==> src/rtl/motor_fifo_player.sv <==
// Drains 40-bit motion FIFO entries into step/dir/enable activity on CHANNELS stepper drivers.
// Optional endstop gating of STEP commands is compiled in with MOTOR_FIFO_PLAYER_ENDSTOP_EN.
module motor_fifo_player #(
    parameter int unsigned CHANNELS          = 12,
    parameter int unsigned STEP_PULSE_CYCLES = 50,
    parameter int unsigned DIR_SETUP_CYCLES  = 25
) (
    input  logic                clk,
    input  logic                rst_n,
    input  logic                run,
    input  logic                abort,
    input  logic                clear_error,
    input  logic                fifo_empty,
    output logic                fifo_read,
    input  logic [39:0]         fifo_data,
    output logic [CHANNELS-1:0] mot_step,
    output logic [CHANNELS-1:0] mot_dir,
    output logic [CHANNELS-1:0] mot_enable,
`ifdef MOTOR_FIFO_PLAYER_ENDSTOP_EN
    input  logic [CHANNELS-1:0] endstop,
    output logic [CHANNELS-1:0] endstop_hit,
`endif
    output logic                busy,
    output logic                error,
    output logic [31:0]         cmd_count
);

    localparam int unsigned OP_W  = 8;
    localparam int unsigned ARG_W = 32;
    localparam int unsigned CNT_W = 32;

    localparam logic [OP_W-1:0] OP_NOP        = 8'h00;
    localparam logic [OP_W-1:0] OP_SET_DIR    = 8'h01;
    localparam logic [OP_W-1:0] OP_SET_ENABLE = 8'h02;
    localparam logic [OP_W-1:0] OP_STEP       = 8'h03;
    localparam logic [OP_W-1:0] OP_DELAY      = 8'h04;
`ifdef MOTOR_FIFO_PLAYER_ENDSTOP_EN
    localparam logic [OP_W-1:0] OP_SET_ES_MASK = 8'h05;
`endif

    // Counter loads are "cycles - 1": the counter reaches zero in the last cycle of the phase.
    localparam logic [CNT_W-1:0] PULSE_LOAD  = CNT_W'(STEP_PULSE_CYCLES - 1);
    localparam logic [CNT_W-1:0] DIR_LOAD    = CNT_W'(DIR_SETUP_CYCLES - 1);
    localparam bit               DIR_WAIT_EN = (DIR_SETUP_CYCLES != 0);

    typedef enum logic [2:0] {
        S_IDLE,
        S_FETCH,
        S_DECODE,
        S_PULSE_HI,
        S_PULSE_LO,
        S_WAIT
    } state_e;

    state_e                state_q, state_d;
    logic [39:0]           cmd_q, cmd_d;
    logic [CNT_W-1:0]      cnt_q, cnt_d;
    logic [CHANNELS-1:0]   mot_step_q, mot_step_d;
    logic [CHANNELS-1:0]   mot_dir_q, mot_dir_d;
    logic [CHANNELS-1:0]   mot_enable_q, mot_enable_d;
    logic                  busy_q, busy_d;
    logic                  error_q, error_d;
    logic [31:0]           cmd_count_q, cmd_count_d;

    logic [OP_W-1:0]       opcode;
    logic [ARG_W-1:0]      arg;
    logic [CHANNELS-1:0]   mask;
    logic [CHANNELS-1:0]   blocked;
    logic                  op_valid;

    assign opcode = cmd_q[39:32];
    assign arg    = cmd_q[ARG_W-1:0];
    assign mask   = cmd_q[CHANNELS-1:0];

`ifdef MOTOR_FIFO_PLAYER_ENDSTOP_EN
    logic [CHANNELS-1:0] es_mask_q, es_mask_d;
    logic [CHANNELS-1:0] es_hit_q, es_hit_d;

    assign blocked     = endstop & es_mask_q;
    assign endstop_hit = es_hit_q;
    assign op_valid    = (opcode <= OP_SET_ES_MASK);
`else
    assign blocked  = '0;
    assign op_valid = (opcode <= OP_DELAY);
`endif

    always_ff @(posedge clk or negedge rst_n) begin
        if (!rst_n) begin
            state_q <= S_IDLE;
        end else begin
            state_q <= state_d;
        end
    end

    // Next state; abort overrides everything.
    always_comb begin
        state_d = state_q;
        case (state_q)
            S_IDLE:     if (run && !fifo_empty) state_d = S_FETCH;
            S_FETCH:    state_d = S_DECODE;
            S_DECODE: begin
                case (opcode)
                    OP_STEP:    state_d = S_PULSE_HI;
                    OP_SET_DIR: state_d = (DIR_WAIT_EN && (mask != mot_dir_q)) ? S_WAIT : S_IDLE;
                    OP_DELAY:   state_d = (arg != '0) ? S_WAIT : S_IDLE;
                    default:    state_d = S_IDLE;
                endcase
            end
            S_PULSE_HI: if (cnt_q == '0) state_d = S_PULSE_LO;
            S_PULSE_LO: if (cnt_q == '0) state_d = S_IDLE;
            S_WAIT:     if (cnt_q == '0) state_d = S_IDLE;
            default:    state_d = S_IDLE;
        endcase
        if (abort) state_d = S_IDLE;
    end

    // Datapath and output next values.
    always_comb begin
        fifo_read    = (state_q == S_IDLE) && (state_d == S_FETCH);
        cmd_d        = cmd_q;
        cnt_d        = cnt_q;
        mot_step_d   = (state_d == S_PULSE_HI) ? mot_step_q : '0;
        mot_dir_d    = mot_dir_q;
        mot_enable_d = mot_enable_q;
        busy_d       = (state_d != S_IDLE);
        error_d      = error_q & ~clear_error;
        cmd_count_d  = cmd_count_q;
`ifdef MOTOR_FIFO_PLAYER_ENDSTOP_EN
        es_mask_d    = es_mask_q;
        es_hit_d     = es_hit_q & ~{CHANNELS{clear_error}};
`endif

        if (state_q == S_FETCH) cmd_d = fifo_data;

        if (state_d != state_q) begin
            case (state_d)
                S_PULSE_HI, S_PULSE_LO: cnt_d = PULSE_LOAD;
                S_WAIT:                 cnt_d = (opcode == OP_DELAY) ? arg - 32'd1 : DIR_LOAD;
                default:                cnt_d = '0;
            endcase
        end else if (cnt_q != '0) begin
            cnt_d = cnt_q - 32'd1;
        end

        // An aborted decode leaves no trace: no output change, no count, no error.
        if ((state_q == S_DECODE) && !abort) begin
            case (opcode)
                OP_SET_DIR:    mot_dir_d    = mask;
                OP_SET_ENABLE: mot_enable_d = ~mask;
                OP_STEP: begin
                    mot_step_d = mask & ~blocked;
`ifdef MOTOR_FIFO_PLAYER_ENDSTOP_EN
                    es_hit_d   = es_hit_d | blocked;
`endif
                end
`ifdef MOTOR_FIFO_PLAYER_ENDSTOP_EN
                OP_SET_ES_MASK: es_mask_d = mask;
`endif
                default: ;
            endcase
            if (op_valid) begin
                cmd_count_d = cmd_count_q + 32'd1;
            end else begin
                error_d = 1'b1;
            end
        end
    end

    always_ff @(posedge clk or negedge rst_n) begin
        if (!rst_n) begin
            cmd_q        <= '0;
            cnt_q        <= '0;
            mot_step_q   <= '0;
            mot_dir_q    <= '0;
            mot_enable_q <= '1;
            busy_q       <= 1'b0;
            error_q      <= 1'b0;
            cmd_count_q  <= '0;
        end else begin
            cmd_q        <= cmd_d;
            cnt_q        <= cnt_d;
            mot_step_q   <= mot_step_d;
            mot_dir_q    <= mot_dir_d;
            mot_enable_q <= mot_enable_d;
            busy_q       <= busy_d;
            error_q      <= error_d;
            cmd_count_q  <= cmd_count_d;
        end
    end

`ifdef MOTOR_FIFO_PLAYER_ENDSTOP_EN
    always_ff @(posedge clk or negedge rst_n) begin
        if (!rst_n) begin
            es_mask_q <= '0;
            es_hit_q  <= '0;
        end else begin
            es_mask_q <= es_mask_d;
            es_hit_q  <= es_hit_d;
        end
    end
`endif

    assign mot_step   = mot_step_q;
    assign mot_dir    = mot_dir_q;
    assign mot_enable = mot_enable_q;
    assign busy       = busy_q;
    assign error      = error_q;
    assign cmd_count  = cmd_count_q;

endmodule

==> config.mk <==
export PLATFORM = sky130hd
export DESIGN_NAME = motor_fifo_player
export DESIGN_NICKNAME = d
export VERILOG_FILES = /design/src/rtl/motor_fifo_player.sv
export SDC_FILE = /design/constraint.sdc
export NUM_CORES = 1
export LEC_CHECK = 0
export CAP_MARGIN = 0
export CORE_ASPECT_RATIO = 2
export CORE_MARGIN = 2
export CORE_UTILIZATION = 25
export CTS_BUF_LIST = sky130_fd_sc_hd__clkbuf_8
export CTS_CLUSTER_DIAMETER = 100
export DETAILED_ROUTE_END_ITERATION = 7
export SLEW_MARGIN = 15
export SYNTH_ARGS = -nofsm -noshare
export SYNTH_HDL_FRONTEND = slang
export SYNTH_SLANG_ARGS = --single-unit
==> constraint.sdc <==
create_clock -name clk -period 5.4 [get_ports clk]
set_input_delay 0.54 -clock clk [delete_from_list [all_inputs] [get_ports clk]]
set_output_delay 0.54 -clock clk [all_outputs]
set_load 0.005 [all_outputs]
==> reports/metrics.cfg <==
[outcome]
status = finished clean

[global_routing]
grt_first_pass_wirelength_mm = 32.9
grt_overflow = 0
grt.total_usage_pct = 13.8
grt_pass1_vias = 6065
antenna_found_initial = 0
grt_max_degree = 94

[die]
core.rowCount = 89
core-area_mm2 = 0.0294
die_w_um = 126
start_util_pct = 25.3
die_area_mm2 = 0.0312
die_height_um = 248
num_io_pins = 117

[timing]
fmax_mhz = 222
fin_tns_setup_ns = 0
slew_headroom_pct = 38.2
slew_violations = 0
fin_crit_sh_pct = 83.3
finalHoldViolations = 0
worstMarginPinSlew_ns = 0.927
finClkSkew_ns = 0.0177
rsz0062_at_grt = false
setup_viol = 0
hold_ws_ns = 0.118
post-route-min-period_ns = 4.50

[clocking]
cts-buffers-inserted = 17
ctsRootBufferMaster = clkbuf_8
cts_max_level = 4
hold_buffers = 0
cts.path.max_buffers = 2
cts_tree = yes
cts_sinks = 145
cts_resized = 0
post_cts_buffers = 0
clk_latency_ns = 0.47
clk_pin_slew_ns = 0.09

[finish]
fin_nets = 867
drive_above_1_share_pct = 14.8
mostFrequentLayoutCell = dfrtp_1
area_delta_synth_final_pct = 26.2
diodes = 0
final_cell_mix = dfrtp_1, clkdlybuf4s50_1, nand2_1, xnor2_1, mux2_2

[setup_path]
cp_num_buf_inv = 1
rr_worst_depth = 8
cp.depth = 8
slowest_delay_ns = 0.76
worstPathRequired_ns = 4.86
r2r_start = cnt_q[23]
path_cells = or4_1 -> or4_4 -> or4_4 -> a31oi_4 -> and2_1 -> a211oi_1 -> and2_1 -> clkdlybuf4s50_1
worstSetupEndpoint = fifo_read
critPathLaunch = cnt_q[23]
path_delay_family = simple AND/OR/NAND/NOR gates
cpMaxStageDelayCell = or4_4
r2r-end = cnt_q[22]
r2r_slack_ns = 1.67
startpoint_type = flip-flop
worst-setup-path-type = reg -> out
critical_path_arrival_ns = 3.96
endpoint_kind = output port
crit_path_max_fanout = 30

[drt]
drc = 0
wl_mm = 20.9
drtAntennaViolNets = 0
drtPass1Iterations = 4
drt_iter0_drc = 125
via_per_inst = 4.72
avgRoutedWirePerCell_um = 17.5
num_vias = 5633

[placement]
hpwl_mm = 15.8
routabilityCongestion = 0.776
numPortBuffers = 116

[pwr]
power_mw = 3.29
power_density_mw_per_mm2 = 350
p_leak_nw = 3.88
peakVddDrop_mv = 0.149

[synth]
synth_cell_types = 51
synth-edff-count = 0
synthArstFlopShare_pct = 100
syn_area_per_cell_um2 = 10.6
synth_cells = 700
synth_area_mm2 = 0.00744
ys_ff_latch = 145
ys_seq_area_share_pct = 49.0
yosysWarnings = 0
ys.flop_type = dfrtp_1
syn_nets = 751

[job]
cap_violations = 0

[min_path]
hold_class = in -> async

-- metrics by stage --
step           std cells  cell area (um2)  worst slack [ns]  utilization, %
3_3_place_gp        1161             9030              1.41            30.7
5_1_grt             1193             9390             0.758            31.9
4_1_cts             1193             9390             0.838            31.9
3_5_place_dp        1161             9030              1.31            30.7
2_1_floorplan        700             7440              2.24               -
6_report            1193             9390             0.900            31.9
-- sequential cells by signal, indices dropped and copies added (netlist names) --
signal / flops
cnt_q: 32
error: 1
mot_step: 12
mot_dir: 12
state_q: 3
mot_enable: 12
busy: 1
cmd_count: 32
cmd_q: 40
-- cell usage after synthesis, drive strengths merged (6+ instances only) --
cell,n,area [um2]
a22o,12,105
and3,7,43.8
clkbuf,30,113
dfrtp,133,3330
dfstp,12,315
inv,10,37.5
mux2,50,563
mux2i,33,330
nand2,100,375
nand3,19,95.1
nand4,8,50.1
nor2,37,139
nor3,19,100
nor3b,6,45.0
nor4,17,106
o21ai,21,105
or3,9,56.3
or4,14,113
xnor2,51,447
xor2,48,420
-- cells by family (layout without fill, tap and decap cells) --
logic type	count (synthesis)	after routing	synth area share, %
xor+xnor	99	99	11.7
simple gates	270	270	18.6
mux	83	83	12.0
buf+inv	44	173	2.52
flops	145	145	49.0
fa+ha+maj	5	5	0.841
compound gates	54	54	5.45
-- routing by layer --
metal	GRT usage [%]	vias to the layer above	part of all wire, %
li1	-	2666	-
met1	12.9	2804	34
met2	26.4	120	57
met3	3.32	43	4.4
met4	8.66	0	5.2
met5	0	-	0
-- final cells by class --
type / instances / area, um2
Clock buffer: 17 / 234
Clock inverter: 15 / 123
Fill cell: 3088 / 20000
Inverter: 10 / 37.5
Multi-Input combinational cell: 511 / 3620
Sequential cell: 145 / 3640
Tap cell: 364 / 455
Timing Repair Buffer: 131 / 1270
-- worst min-delay path by stage --
| stage | from | end | slack (ns) | cells after the start |
|---|---|---|---|---|
| final | rst_n | cmd_q[20] | 0.12 | 1 |
| after global routing | rst_n | cmd_q[28] | 0.17 | 1 |
| after CTS | rst_n | cmd_q[20] | 0.15 | 1 |
| after detailed placement | cmd_count[31] | cmd_count[31] | 0.46 | 1 |
| after global placement | mot_enable[4] | mot_enable[4] | 0.47 | 2 |
| after floorplan | rst_n | busy | 0.24 | 0 |
-- report_power, final --
group,switching (mW),internal (mW)
sequential,0.224,1.27
combinational,0.519,0.473
clock,0.471,0.329
(Power assumes the default switching activity.)
